### src/rtl/hex_keypad_scanner.sv
// 4x4 hex keypad scanner: drives one column low at a time, debounces the row response and
// shifts each accepted key code into a 32-bit digit word.
module hex_keypad_scanner #(
  parameter int unsigned SCAN_DIV  = 150000,
  parameter int unsigned DEB_TICKS = 4
) (
  input  logic        clk,
  input  logic        rst,
  input  logic [3:0]  key_row,
  output logic [3:0]  key_col,
  input  logic        clr,
  output logic        key_valid,
  output logic [3:0]  key_code,
  output logic [31:0] data
);

  localparam int unsigned CntW = (SCAN_DIV > 1) ? $clog2(SCAN_DIV) : 1;
  localparam int unsigned DebW = $clog2(DEB_TICKS + 1);
  localparam logic [CntW-1:0] CntMax = CntW'(SCAN_DIV - 1);
  localparam logic [DebW-1:0] DebMax = DebW'(DEB_TICKS);

  typedef enum logic [1:0] {StScan, StDebounce, StPressed, StRelease} state_e;

  state_e         state_q, state_d;
  logic [3:0]     sync_q, rs_q;
  logic [CntW-1:0] cnt_q, cnt_d;
  logic           drive_q, drive_d;
  logic [1:0]     col_q, col_d;
  logic [1:0]     row_q, row_d;
  logic [DebW-1:0] deb_q, deb_d, deb_inc;
  logic           valid_q, valid_d;
  logic [3:0]     code_q, code_d;
  logic [31:0]    data_q, data_d;
  logic           tick;
  logic [1:0]     first_row;
  logic [3:0]     press_code;

  always_comb begin
    tick       = (cnt_q == CntMax);
    cnt_d      = tick ? '0 : cnt_q + 1'b1;
    deb_inc    = deb_q + 1'b1;
    press_code = {row_q, col_q};
    state_d    = state_q;
    drive_d    = drive_q;
    col_d      = col_q;
    row_d      = row_q;
    deb_d      = deb_q;
    valid_d    = 1'b0;
    code_d     = code_q;
    data_d     = clr ? '0 : data_q;

    // Row 0 has priority when several rows read low.
    if (!rs_q[0])      first_row = 2'd0;
    else if (!rs_q[1]) first_row = 2'd1;
    else if (!rs_q[2]) first_row = 2'd2;
    else               first_row = 2'd3;

    // First tick after reset only starts driving column 0; rows were not yet meaningful.
    if (tick && !drive_q) begin
      drive_d = 1'b1;
    end else begin
      unique case (state_q)
        StScan: begin
          if (tick) begin
            if (rs_q == 4'hF) begin
              col_d = col_q + 2'd1;
            end else begin
              row_d   = first_row;
              deb_d   = DebW'(1);
              state_d = (DEB_TICKS == 1) ? StPressed : StDebounce;
            end
          end
        end
        StDebounce: begin
          if (tick) begin
            if (!rs_q[row_q]) begin
              deb_d = deb_inc;
              if (deb_inc == DebMax) state_d = StPressed;
            end else begin
              deb_d   = '0;
              state_d = StScan;
            end
          end
        end
        StPressed: begin
          valid_d = 1'b1;
          code_d  = press_code;
          data_d  = clr ? {28'b0, press_code} : {data_q[27:0], press_code};
          deb_d   = '0;
          state_d = StRelease;
        end
        StRelease: begin
          if (tick) begin
            if (rs_q == 4'hF) begin
              deb_d = deb_inc;
              if (deb_inc == DebMax) begin
                deb_d   = '0;
                state_d = StScan;
              end
            end else begin
              deb_d = '0;
            end
          end
        end
        default: state_d = StScan;
      endcase
    end
  end

  always_ff @(posedge clk) begin
    if (rst) begin
      state_q <= StScan;
      sync_q  <= 4'hF;
      rs_q    <= 4'hF;
      cnt_q   <= '0;
      drive_q <= 1'b0;
      col_q   <= 2'd0;
      row_q   <= 2'd0;
      deb_q   <= '0;
      valid_q <= 1'b0;
      code_q  <= 4'h0;
      data_q  <= 32'h0;
    end else begin
      state_q <= state_d;
      sync_q  <= key_row;
      rs_q    <= sync_q;
      cnt_q   <= cnt_d;
      drive_q <= drive_d;
      col_q   <= col_d;
      row_q   <= row_d;
      deb_q   <= deb_d;
      valid_q <= valid_d;
      code_q  <= code_d;
      data_q  <= data_d;
    end
  end

  // key_valid is registered so it coincides with the updated key_code and data.
  assign key_col   = drive_q ? ~(4'b0001 << col_q) : 4'hF;
  assign key_valid = valid_q;
  assign key_code  = code_q;
  assign data      = data_q;

endmodule
### config.mk
export PLATFORM = sky130hd
export DESIGN_NAME = hex_keypad_scanner
export DESIGN_NICKNAME = d
export VERILOG_FILES = /design/src/rtl/hex_keypad_scanner.sv
export SDC_FILE = /design/constraint.sdc
export NUM_CORES = 1
export LEC_CHECK = 0
export CORE_ASPECT_RATIO = 0.5
export CORE_UTILIZATION = 56
export CTS_CLUSTER_DIAMETER = 80
export CTS_CLUSTER_SIZE = 16
export DETAILED_ROUTE_END_ITERATION = 16
export DONT_BUFFER_PORTS = 1
export GPL_ROUTABILITY_DRIVEN = 0
export PLACE_DENSITY = 0.72
export SYNTH_ARGS = -nofsm -noshare
export SYNTH_HDL_FRONTEND = slang
export SYNTH_SLANG_ARGS = --single-unit
export TNS_END_PERCENT = 10
### constraint.sdc
create_clock -name clk -period 1.92 [get_ports clk]
set_input_delay 0.576 -clock clk [delete_from_list [all_inputs] [get_ports clk]]
set_output_delay 0.576 -clock clk [all_outputs]
set_load 0.005 [all_outputs]
==> impl_results.md <==
* First-pass GRT wire length at 9.60 mm
* Clock transition at path regs at 0.08 ns
* Post-Synthesis Cells at 344
* Die width at 105 um
* Synth Register Bits at 73
* Worst EP arrival at 2.12 ns
* # setup viols final at 0
* Flop-to-flop setup slack at 0.07 ns
* Worst Path Class, Setup: flop to flop
* Design Area, Final at 0.00340 mm^2
* Worst EP required at 2.20 ns
* Input/output buffers at 0
* Reg2Reg Depth at 5
* Async set-reset flop share out of synthesis at 0%
* Worst IR Drop VDD at 0.572 mV
* Ranking of synthesized cells by area: dfxtp_1 (49%), nand2_1 (10%), a21oi_1 (6.6%)
* Setup ws final at 0.0722 ns
* Ys Warns at 0
* P_leak at 1.19 nW
* Number of flops mapped to enable cells by yosys at 0
* Slew @ Worst Pin at 0.499 ns
* Largest net degree at the start of global routing at 38
* Worst skew pair latency at 0.35 ns
* FILL cells at 403
* Number of library cell types mapped by synthesis at 45
* Ant. Diodes at 0
* Die height at 53.5 um
* Tcrit/Tclk final at 96.2%
* Die area at 0.00561 mm^2
* Maximum clock insertion buffer count at 2
* Initial DRT Pass Iterations at 4
* Area Overhead vs Synth at 14.6%
* Max-Cap Viols at 0
* Vias in the first global route at 2179
* Residual DRC at 0
* Outcome: completed
* Drt total wl at 5.87 mm
* Top-count cell post-synth: nand2_1
* CTS sink count at 73
* Total track usage at 22.3%
* Post-detailed-route wirelength per cell at 13.5 um
* DRT iter0 DRCs at 92
* Power, Total at 2.79 mW
* Detailed placer's ending HPWL at 4.13 mm
* Mapped Nets at 359
* Vias at 2346
* Initial Util at 59.4%
* Crit. End Element: flop
* Pwr/cell area at 821 mW/mm^2
* Final Max Slew Viols at 0
* Routed Antenna Nets at 0
* Fin util at 68.0%
* H-Tree Level Count at 3
* Clock Skew at 0.00816 ns
* Std-Cell Rows at 18
* FF/Latch Area at 0.00146 mm^2
* DR vias/cell at 5.39
* DP Worst Slack at 0.0581 ns
* Period minus WS final at 1.85 ns
* Top FF cell, synth: dfxtp_1
* Top post-synthesis cells by count: nand2_1 (80), dfxtp_1 (73), a21oi_1 (39)
* Placed Instance Area at 0.00317 mm^2
* Synth Cell Area at 0.00297 mm^2
* # IOs at 48
* Startpoint types: flop
* CTS tree: done
* Synth top area share at 49.2%
* Area of the multi-input gates at 0.00142 mm^2
* Max-slew headroom at 66.7%
* Worst hold slack at 0.299 ns
* Floorplan core area at 0.00500 mm^2
* CP max FO at 4
* Syn avg cell area at 8.63 um^2
* Worst Setup SP: cnt_q[15]
* Grt ovf at 0
* Fin nets at 375
* Antenna violations before repair at 0
* Max Fclk at 541 MHz
* Seq/Total Area, Yosys at 49.2%
* Cts bufs inserted at 9
* Leading area contributor after synthesis: dfxtp_1
* Layout cell share with drive strength beyond 1 at 15.3%
* Hold Path Class: input port to flop
* Reg-to-reg startpoint: cnt_q[15]
* CTS Root Cell: clkbuf_8
* Fin. Hold Viols at 0
==> final cells by class <==
type / instances / area share [%]
Sequential cell: 73 / 43.0
Multi-Input combinational cell: 246 / 41.9
Timing Repair Buffer: 20 / 5.52
Clock buffer: 9 / 3.64
Tap cell: 70 / 2.57
Clock inverter: 7 / 2.28
Inverter: 10 / 1.10
==> sequential cells by signal, indices dropped and copies added (netlist names), named ones only <==
register / cells
deb_q: 3
col_q: 2
rs_q: 4
data: 32
key_valid: 1
sync_q: 4
cnt_q: 18
state_q: 1
row_q: 2
drive_q: 1
key_code: 4
==> stage by stage <==
stage	TNS (ns)	cells
4_1_cts	0	434
2_1_floorplan	0	344
3_3_place_gp	0	418
5_1_grt	-0.00172	435
6_report	0	435
3_5_place_dp	0	418
==> worst max-delay path: stages, from the launching register on <==
cell and delay (ns):
dfxtp_2 0.34, and4bb_1 0.28, nand3_2 0.12, or3_4 0.40
or4_1 0.51, a21oi_1 0.13
==> power breakdown <==
group	switching, mW	leakage (nW)	internal [mW]
logic	0.0318	0.496	0.0272
clock network	0.591	0.100	0.611
registers	0.00690	0.591	1.53
total	0.629	1.19	2.16
==> what timing repair did <==
| item | CTS | global route |
|---|---|---|
| hold buffers | 0 | 0 |
| resized for setup | 0 | 4 |
| hold endpoints to repair | 0 | 0 |
| setup endpoints to repair | 0 | 43 |
| setup buffers | 0 | 1 |
==> kinds of logic after synthesis <==
kind of cell / Yosys count / share of synthesized area, %
AO/OA/AOI/OAI: 52 / 10.7
multiplexers: 6 / 2.49
buffers and inverters: 25 / 3.33
XOR/XNOR: 17 / 5.02
AND/OR/NAND/NOR: 163 / 25.8
adder cells (fa/ha/maj): 8 / 3.37
flip-flops: 73 / 49.2
==> worst min path at each step <==
stage | slack [ns] | start | endpoint | cells after the start
finish | 0.30 | rst | data[2] | 1
global route | 0.27 | rst | data[3] | 1
CTS | 0.28 | rst | data[3] | 1
detailed placement | 0.40 | sync_q[1] | rs_q[1] | 1
global placement | 0.39 | sync_q[1] | rs_q[1] | 1
floorplan | 0.39 | sync_q[0] | rs_q[0] | 1
==> cell usage in the layout (no fill, tap or decap), drive strengths merged, types with 9 or more instances in the layout <==
cell type / count
nor2: 32
clkbuf: 9
dfxtp: 73
inv: 12
nand2: 81
or2: 9
a21oi: 39
xnor2: 10
nand3: 9
buf: 20
==> per-layer routing <==
metal  part of all wire (%)  track usage (%)
met1                     45             25.4
met2                     48             38.2
met3                    6.7             9.98
met4                   0.63             7.51
met5                      0                0
No activity file was read; power rests on OpenSTA's default activity.
